### config.mk
export PLATFORM = sky130hd
export DESIGN_NAME = drl2_resp
export DESIGN_NICKNAME = d
export VERILOG_FILES = /design/src/rtl/drl2_resp.sv
export SDC_FILE = /design/constraint.sdc
export NUM_CORES = 1
export LEC_CHECK = 0
export BUFFER_PORTS_ARGS = -buffer_cell sky130_fd_sc_hd__clkbuf_2
export CAP_MARGIN = 40
export CORE_MARGIN = 2
export CORE_UTILIZATION = 57
export CTS_CLUSTER_DIAMETER = 60
export CTS_CLUSTER_SIZE = 20
export DETAILED_ROUTE_END_ITERATION = 12
export PLACE_DENSITY = 0.85
export SKIP_LAST_GASP = 1
export SLEW_MARGIN = 20
export SYNTH_ARGS = -nofsm -noshare
export SYNTH_HDL_FRONTEND = slang
export SYNTH_SLANG_ARGS = --single-unit
### constraint.sdc
create_clock -name clk -period 4.23 [get_ports clk]
set_input_delay 0.423 -clock clk [delete_from_list [all_inputs] [get_ports clk]]
set_output_delay 0.423 -clock clk [all_outputs]
set_load 0.02 [all_outputs]
### src/rtl/drl2_resp.sv
// drl2_resp: directory stand-in answering L2 requests with snacks and displacements with dacks
// Ports: clk/reset (sync, active-low); l2todr_req -> drtol2_snack after LAT cycles via a DEPTH-entry FIFO;
// l2todr_disp -> drtol2_dack (single entry); snoop_ack and pfreq are sunk; req/disp/sack counters wrap at 16 bits.
package drl2_pkg;
  typedef struct packed {
    logic [4:0]  nid;
    logic [5:0]  l2id;
    logic [2:0]  cmd;
    logic [38:0] paddr;
  } I_l2todr_req_type;
  typedef struct packed {
    logic [4:0]  nid;
    logic [5:0]  l2id;
    logic [5:0]  drid;
    logic [2:0]  snack;
    logic [38:0] paddr;
  } I_drtol2_snack_type;
  typedef struct packed {
    logic [4:0]  nid;
    logic [5:0]  l2id;
    logic [5:0]  drid;
    logic [15:0] mask;
    logic [1:0]  dcmd;
    logic [38:0] paddr;
  } I_l2todr_disp_type;
  typedef struct packed {
    logic [4:0] nid;
    logic [5:0] l2id;
    logic [5:0] drid;
  } I_drtol2_dack_type;
  typedef struct packed {
    logic [5:0] l2id;
    logic [1:0] directory_id;
  } I_drsnoop_ack_type;
  typedef struct packed {
    logic [4:0]  nid;
    logic [38:0] paddr;
  } I_l2todr_pfreq_type;
endpackage

module drl2_resp
  import drl2_pkg::*;
#(
  parameter int DEPTH = 4,
  parameter int LAT = 3
) (
  input  logic clk,
  input  logic reset,
  input  logic l2todr_req_valid,
  output logic l2todr_req_retry,
  input  logic [$bits(I_l2todr_req_type)-1:0] l2todr_req,
  output logic drtol2_snack_valid,
  input  logic drtol2_snack_retry,
  output logic [$bits(I_drtol2_snack_type)-1:0] drtol2_snack,
  input  logic l2todr_disp_valid,
  output logic l2todr_disp_retry,
  input  logic [$bits(I_l2todr_disp_type)-1:0] l2todr_disp,
  output logic drtol2_dack_valid,
  input  logic drtol2_dack_retry,
  output logic [$bits(I_drtol2_dack_type)-1:0] drtol2_dack,
  input  logic l2todr_snoop_ack_valid,
  output logic l2todr_snoop_ack_retry,
  input  logic [$bits(I_drsnoop_ack_type)-1:0] l2todr_snoop_ack,
  input  logic l2todr_pfreq_valid,
  output logic l2todr_pfreq_retry,
  input  logic [$bits(I_l2todr_pfreq_type)-1:0] l2todr_pfreq,
  output logic [15:0] req_cnt,
  output logic [15:0] disp_cnt,
  output logic [15:0] sack_cnt
);
  localparam int AW = $clog2(DEPTH);
  typedef enum logic [1:0] {IDLE, WAIT, SEND} state_t;
  state_t state, state_n;
  logic [3:0] cnt, cnt_n;
  I_l2todr_req_type mem [DEPTH];
  I_l2todr_req_type head;
  I_l2todr_disp_type disp;
  I_drtol2_snack_type snack_q;
  I_drtol2_dack_type dack_q;
  logic [AW-1:0] wr_ptr, rd_ptr;
  logic [AW:0] occ, occ_n;
  logic push, pop, snack_xfer, disp_xfer, dack_xfer, unused;
  assign head = mem[rd_ptr];
  assign disp = l2todr_disp;
  assign push = l2todr_req_valid & ~l2todr_req_retry;
  assign pop = (state == WAIT) && (cnt == 4'(LAT));
  assign snack_xfer = drtol2_snack_valid & ~drtol2_snack_retry;
  assign disp_xfer = l2todr_disp_valid & ~l2todr_disp_retry;
  assign dack_xfer = drtol2_dack_valid & ~drtol2_dack_retry;
  assign occ_n = occ + (AW+1)'(push) - (AW+1)'(pop);
  assign drtol2_snack_valid = (state == SEND);
  assign drtol2_snack = snack_q;
  assign drtol2_dack = dack_q;
  assign l2todr_disp_retry = drtol2_dack_valid;
  assign l2todr_snoop_ack_retry = 1'b0;
  assign l2todr_pfreq_retry = 1'b0;
  assign unused = ^{l2todr_snoop_ack, l2todr_pfreq, l2todr_pfreq_valid, head.cmd, disp.drid, disp.mask, disp.dcmd, disp.paddr};
  always_comb begin
    state_n = state;
    cnt_n = cnt;
    unique case (state)
      IDLE: begin
        state_n = occ != '0 ? WAIT : IDLE;
        cnt_n = 4'd1;
      end
      WAIT: begin
        state_n = pop ? SEND : WAIT;
        cnt_n = pop ? cnt : cnt + 4'd1;
      end
      SEND: begin
        state_n = !snack_xfer ? SEND : occ != '0 ? WAIT : IDLE;
        cnt_n = 4'd1;
      end
      default: state_n = IDLE;
    endcase
  end
  always_ff @(posedge clk)
    if (push) mem[wr_ptr] <= l2todr_req;
  always_ff @(posedge clk) begin
    if (!reset) begin
      state <= IDLE;
      cnt <= '0;
      wr_ptr <= '0;
      rd_ptr <= '0;
      occ <= '0;
      l2todr_req_retry <= 1'b0;
      snack_q <= '0;
      drtol2_dack_valid <= 1'b0;
      dack_q <= '0;
      req_cnt <= '0;
      disp_cnt <= '0;
      sack_cnt <= '0;
    end else begin
      state <= state_n;
      cnt <= cnt_n;
      occ <= occ_n;
      l2todr_req_retry <= occ_n == (AW+1)'(DEPTH);
      if (push) wr_ptr <= wr_ptr + 1'b1;
      if (pop) begin
        rd_ptr <= rd_ptr + 1'b1;
        snack_q <= '{nid: head.nid, l2id: head.l2id, paddr: head.paddr, default: '0};
      end
      if (disp_xfer) begin
        drtol2_dack_valid <= 1'b1;
        dack_q <= '{nid: disp.nid, l2id: disp.l2id, default: '0};
      end else if (dack_xfer) drtol2_dack_valid <= 1'b0;
      if (push) req_cnt <= req_cnt + 16'd1;
      if (disp_xfer) disp_cnt <= disp_cnt + 16'd1;
      if (l2todr_snoop_ack_valid) sack_cnt <= sack_cnt + 16'd1;
    end
  end
endmodule
==> results.ini, run 1 <==
[worst_setup_path]
worstSetupPathType = flop to flop
critPathBufInv = 3
crit_top_cell = ha_1
cpPeakStageDelay_ns = 0.37
cp_cell_sequence = ha_1, nor2b_1, nand3_2, inv_2, ha_1, inv_1, ha_1, inv_1, fa_1, xor2_1, xnor2_1, nor2_1, and3b_1
crit_arrival_ns = 2.92
worstPathRequired_ns = 4.65
slowest_stage = dfxtp_1
critPathCaptureType = flop
cp-start-kind = flop
cp_max_fo = 4
crit_family = adder cells

[timing]
finalSetupTns_ns = 0
tightest_slew_ns = 0.680
setup_violations = 0
rsz0062_at_grt = no
finalMaxSlewViolations = 0
fin_ws_ns = 1.73
finalCritPeriodShare_pct = 59.0
fmax_mhz = 400
finalCriticalPeriod_ns = 2.50
hold_ws_ns = 0.117
fin_skew_ns = 0.0118
max_slew_margin_pct = 54.7
hold_violations = 0

[cts]
cts.sinks = 324
clk_latency_ns = 0.52
cts_resized = 0
cts_tree = built
htree_levels = 1
postCtsSetupBuffers = 0
root_buffer = clkbuf_16
cts-hold-fix-buffers = 0
cts_buffers = 22
clk_pin_slew_ns = 0.08
clock_path_buffers = 3

[placed_design]
pre_cts_ws_ns = 1.41
dp_hpwl_microns = 15200
gp_congestion = 0.771
io_buffer_count = 180
post_dp_cell_area_sq_um = 13400

[yosys]
ys.flop_type = edfxtp_1
yosys.area.top_type_share_pct = 49.0
synth-edff-count = 200
synth_cell_types = 43
synth_top_area_cell = edfxtp_1
synth_cells = 867
syn-cell-area_sq_um = 12300
syn_area_per_cell_sq_um = 14.1
yosys_warnings = 0
ys_seq_area_share_pct = 69.3
async_flop_share_pct = 0
ys_seq_elements = 324
yosys-top-cells-area = edfxtp_1 49%, dfxtp_1 20%, mux4_2 9.2%

[grt]
grt_pass1_vias = 7219
gr-total-overflow = 0
grt_use_total_pct = 21.6
grt_start_max_net_pins = 59
antenna_found_initial = 0
grt_pass1_wl_microns = 38000

[detailed_routing]
drt_iter0_markers = 371
drt-total-wl_microns = 24300
wl_per_cell_microns = 18.2
vias_per_cell = 5.54
ant_nets = 0
drc = 0
num_vias = 7391
drt_pass1_iterations = 4

[layout]
nNetsFinal = 1242
drive_above_1_share_pct = 27.8
fin_area_sq_um = 14200
area_growth_pct = 15.8
antenna_cells = 0

[flow_run]
drv_cap = 0

[floorplanning]
rows = 53
io_pins = 317
coreArea_sq_um = 21100
initial_core_util_pct = 58.1
die_h_microns = 151
die-area_sq_um = 22700
die_x_microns = 151

[power_and_ir_drop]
powerDensity_nw_per_um2 = 453
vdd_drop_max_mv = 0.392
power_mw = 6.43
leakage_nw = 5.05

[status]
status = completed

[hold_path]
hold_class = primary input to flop

[sequential cells by signal, summed over array words and instances, names as in the netlist, 2 cells and up]
| register | cells |
|---|---|
| wr_ptr | 2 |
| disp_cnt | 16 |
| req_cnt | 16 |
| rd_ptr | 2 |
| occ | 3 |
| sack_cnt | 16 |
| drtol2_snack | 50 |
| drtol2_dack | 11 |
| cnt | 4 |
| mem | 200 |
| state | 2 |
[layer usage]
layer	up-vias	global-route usage (%)	wire, microns
li1	3460	-	-
met1	3624	27.8	9690
met2	275	37.3	12100
met3	32	5.24	2110
met4	0	5.00	464
met5	-	0	0
[synth_stat cells (all sizes together), types with 4 or more instances]
library cell / n
a21oi: 72
and2: 6
buf: 33
clkbuf: 27
dfxtp: 124
edfxtp: 200
ha: 10
inv: 12
mux2i: 7
mux4: 50
nand2: 144
nand2b: 6
nand3: 12
nand4: 15
nor2: 56
nor2b: 4
nor3: 11
nor4: 10
o21ai: 4
or3: 4
xnor2: 27
xor2: 16
[cell families after synthesis]
| family | Yosys count | synth area share (%) |
|---|---|---|
| compound gates | 78 | 3.23 |
| xor+xnor | 43 | 3.07 |
| fa+ha+maj | 11 | 1.18 |
| buf+inv | 72 | 2.97 |
| flops | 324 | 69.3 |
| mux | 58 | 9.85 |
| other cells | 1 | 0.0306 |
| simple gates | 280 | 10.4 |
[stage by stage]
stage               cells  utilization [%]
CTS                  1332             67.1
global route         1335             67.3
floorplan             883                -
detailed placement   1292             63.6
finish               1335             67.3
global placement     1289             63.4
[final timing paths]
path,startpoint,endpoint,slack [ns],cells after the start
worst max-delay path,cnt[0],l2todr_req_retry,1.73,13
worst min-delay path,l2todr_req[14],mem[3][14],0.12,1
worst max register to register,cnt[0],l2todr_req_retry,1.73,13
worst min register to register,drtol2_snack[23],drtol2_snack[23],0.46,2
[cells in the final DEF, fill, tap and decap left out, types with 3 or more instances in the layout]
cell type / instances
nand3_1: 10
dfxtp_1: 122
nor2_1: 56
ha_1: 10
and2_2: 4
nand2_1: 144
clkbuf_1: 8
inv_8: 4
edfxtp_1: 200
nand2b_1: 6
inv_1: 9
nor4_1: 10
xor2_1: 16
a21oi_1: 72
or3_1: 4
mux4_2: 50
xnor2_1: 27
clkbuf_16: 23
conb_1: 17
o21ai_1: 3
mux2i_1: 7
clkbuf_2: 180
nand4_1: 14
buf_4: 10
buf_12: 5
nor2b_1: 4
nor3_1: 11
[worst register-to-register path, stage by stage, from the launching register on]
cell and delay, ns:
dfxtp_1 0.37, ha_1 0.18, nor2b_1 0.29, nand3_2 0.14, inv_2 0.08, ha_1 0.22, inv_1 0.05, ha_1 0.13
inv_1 0.05, fa_1 0.37, xor2_1 0.16, xnor2_1 0.13, nor2_1 0.06, and3b_1 0.16
[power breakdown]
| part | internal [mW] | switching, mW |
|---|---|---|
| sequential | 3.59 | 0.0823 |
| clock | 1.15 | 1.06 |
| combinational | 0.221 | 0.330 |
| total | 4.96 | 1.47 |
[layout make-up]
type	instances	area (sq um)
Sequential cell	324	8490
Fill cell	1469	6890
Multi-Input combinational cell	487	3470
Timing Repair Buffer	197	1110
Clock buffer	31	606
Tap cell	275	344
Clock inverter	9	121
Inverter	12	47.5
Note: power is estimated with default switching activity, not from simulation.
==> inputs of run 2 (changes only) <==
--- a/config.mk
+++ b/config.mk
@@ -8,11 +8,11 @@
 export BUFFER_PORTS_ARGS = -buffer_cell sky130_fd_sc_hd__clkbuf_2
 export CAP_MARGIN = 40
 export CORE_MARGIN = 2
-export CORE_UTILIZATION = 57
+export CORE_UTILIZATION = 48
 export CTS_CLUSTER_DIAMETER = 60
 export CTS_CLUSTER_SIZE = 20
 export DETAILED_ROUTE_END_ITERATION = 12
-export PLACE_DENSITY = 0.85
+export PLACE_DENSITY = 0.76
 export SKIP_LAST_GASP = 1
 export SLEW_MARGIN = 20
 export SYNTH_ARGS = -nofsm -noshare
==> constraint.sdc (replaced) <==
create_clock -name clk -period 2.18 [get_ports clk]
set_input_delay 0.218 -clock clk [delete_from_list [all_inputs] [get_ports clk]]
set_output_delay 0.218 -clock clk [all_outputs]
set_load 0.02 [all_outputs]
==> run 2 against run 1 <==
The run now ends with negative setup slack left. Sequential cell count stayed put. Global-route usage is 2.5 points lower. Maximum frequency is 14% higher. Clock power is 110% higher. Core utilization is 6.8 points lower. Clock-buffer cell count is 3 lower. Cell count is 10% higher. Wire length is 5.3% higher. Sequential share of layout area is 3.9 points lower. Register-to-register slack worse by 1.7 ns. Final area is 7.0% higher. Critical path type unchanged. Largest power group unchanged.
==> results.ini, run 2 (synthesis gave the netlist of run 1 again) <==
[worst_setup_path]
crit_top_cell = ha_4
critPathCaptureType = flop
cp_max_fo = 2
crit_family = adder cells
cpPeakStageDelay_ns = 0.35
worstPathRequired_ns = 2.60
crit_arrival_ns = 2.61
worstSetupPathType = flop to flop
cp_cell_sequence = ha_4, nor2b_4, nand3_4, inv_4, ha_4, inv_2, ha_4, inv_2, fa_2, xor2_1, xnor2_1, nor2_1, and3b_1
cp-start-kind = flop
critPathBufInv = 3
slowest_stage = dfxtp_2

[detailed_routing]
ant_nets = 0
drc = 0
num_vias = 7612
vias_per_cell = 5.17
drt_pass1_iterations = 5
drt_iter0_markers = 514
wl_per_cell_microns = 17.4
drt-total-wl_microns = 25600

[grt]
antenna_found_initial = 1
grt_pass1_vias = 7605
grt_start_max_net_pins = 52
grt_pass1_wl_microns = 39900
grt_use_total_pct = 19.0
gr-total-overflow = 0

[timing]
finalSetupTns_ns = -0.00306
setup_violations = 1
finalCritPeriodShare_pct = 100
finalMaxSlewViolations = 0
fmax_mhz = 458
rsz0062_at_grt = yes
max_slew_margin_pct = 56.0
fin_skew_ns = 0.0289
hold_violations = 0
tightest_slew_ns = 0.660
finalCriticalPeriod_ns = 2.18
fin_ws_ns = -0.00306

[layout]
largest_register_ffs = 200
fin_area_sq_um = 15200
fin_util_pct = 60.5
nNetsFinal = 1322
fillerInstances = 1908
final_cell_mix = 200 x edfxtp_1, 180 x clkbuf_2, 144 x nand2_1
final_common_cell = edfxtp_1
drive_above_1_share_pct = 28.5
area_growth_pct = 23.9
regMostFlops = mem

[cts]
cts_buffers = 24
htree_levels = 1
cts_resized = 0
clock_path_buffers = 3
clk_pin_slew_ns = 0.07
root_buffer = clkbuf_16
cts_tree = built
clk_latency_ns = 0.55
cts.sinks = 324

[floorplanning]
die-area_sq_um = 26800
die_x_microns = 164
rows = 58
coreArea_sq_um = 25100
io_pins = 317
initial_core_util_pct = 48.8
die_h_microns = 164

[power_and_ir_drop]
leakage_nw = 5.43
vdd_drop_max_mv = 0.557
power_mw = 13.0
powerDensity_nw_per_um2 = 856

[placed_design]
post_dp_cell_area_sq_um = 13700
gp_congestion = 0.814
dp_hpwl_microns = 15700
io_buffer_count = 180

[hold_path]
hold_class = primary input to flop

[status]
status = finished with violations
violations = negative setup slack

[flow_run]
drv_cap = 0

==> run 2: report_power, final <==
| part | switching, mW | internal, mW | leakage, nW | total (mW) |
|---|---|---|---|---|
| combinational | 0.696 | 0.569 | 2.19 | 1.27 |
| clock | 2.15 | 2.46 | 0.396 | 4.61 |
| sequential | 0.155 | 6.97 | 2.84 | 7.12 |
| total | 3.00 | 9.99 | 5.43 | 13.0 |
==> run 2: layout make-up <==
class / count / area [sq um] / area share (%)
Inverter: 12 / 50.0 / 0.330
Multi-Input combinational cell: 487 / 3530 / 23.2
Timing Repair Buffer: 275 / 1880 / 12.4
Tap cell: 330 / 413 / 2.72
Antenna cell: 1 / 2.50 / 0.0165
Clock inverter: 15 / 185 / 1.22
Sequential cell: 324 / 8500 / 56.0
Clock buffer: 28 / 626 / 4.12
==> run 2: path summary, 6_finish.rpt <==
check,from,to,slack (ns),cells after the start
worst min register to register,drtol2_snack[58],drtol2_snack[58],0.45,2
worst min-delay path,l2todr_snoop_ack_valid,sack_cnt[1],0.04,3
worst max register to register,cnt[1],l2todr_req_retry,-0.003,13
worst max-delay path,cnt[1],l2todr_req_retry,-0.003,13
==> run 2: what timing repair did <==
item | 4_1_cts | 5_1_grt
hold endpoints to repair | 214 | 0
gates cloned | 0 | 0
hold buffers | 63 | 0
endpoints found under the setup margin | 1 | 2
pin swaps | 5 | 0
buffers inserted | 2 | 0
==> run 2: routing by layer <==
layer / part of all wire, % / vias to the layer above / global-route usage [%]
met1: 40 / 3686 / 24.1
met2: 49 / 277 / 33.5
li1: - / 3613 / -
met5: 0 / - / 0
met4: 2.2 / 0 / 4.39
met3: 8.1 / 36 / 4.32
==> run 2: worst register-to-register path: cells and delay by family (launching register included) <==
family        cells  cell delay (ns)
flops             1             0.35
simple gates      4             0.52
xor+xnor          2             0.30
fa+ha+maj         4             0.76
buf+inv           3             0.16
==> run 2: per-stage QoR <==
| step | hold WS, ns | std cells | worst slack [ns] |
|---|---|---|---|
| floorplan | 0.317 | 883 | -0.149 |
| global placement | 0.435 | 1362 | 0.00376 |
| detailed placement | 0.439 | 1363 | -0.0506 |
| CTS | 0.0154 | 1471 | -0.0291 |
| global route | 0.0698 | 1472 | -0.171 |
| finish | 0.0361 | 1472 | -0.00306 |
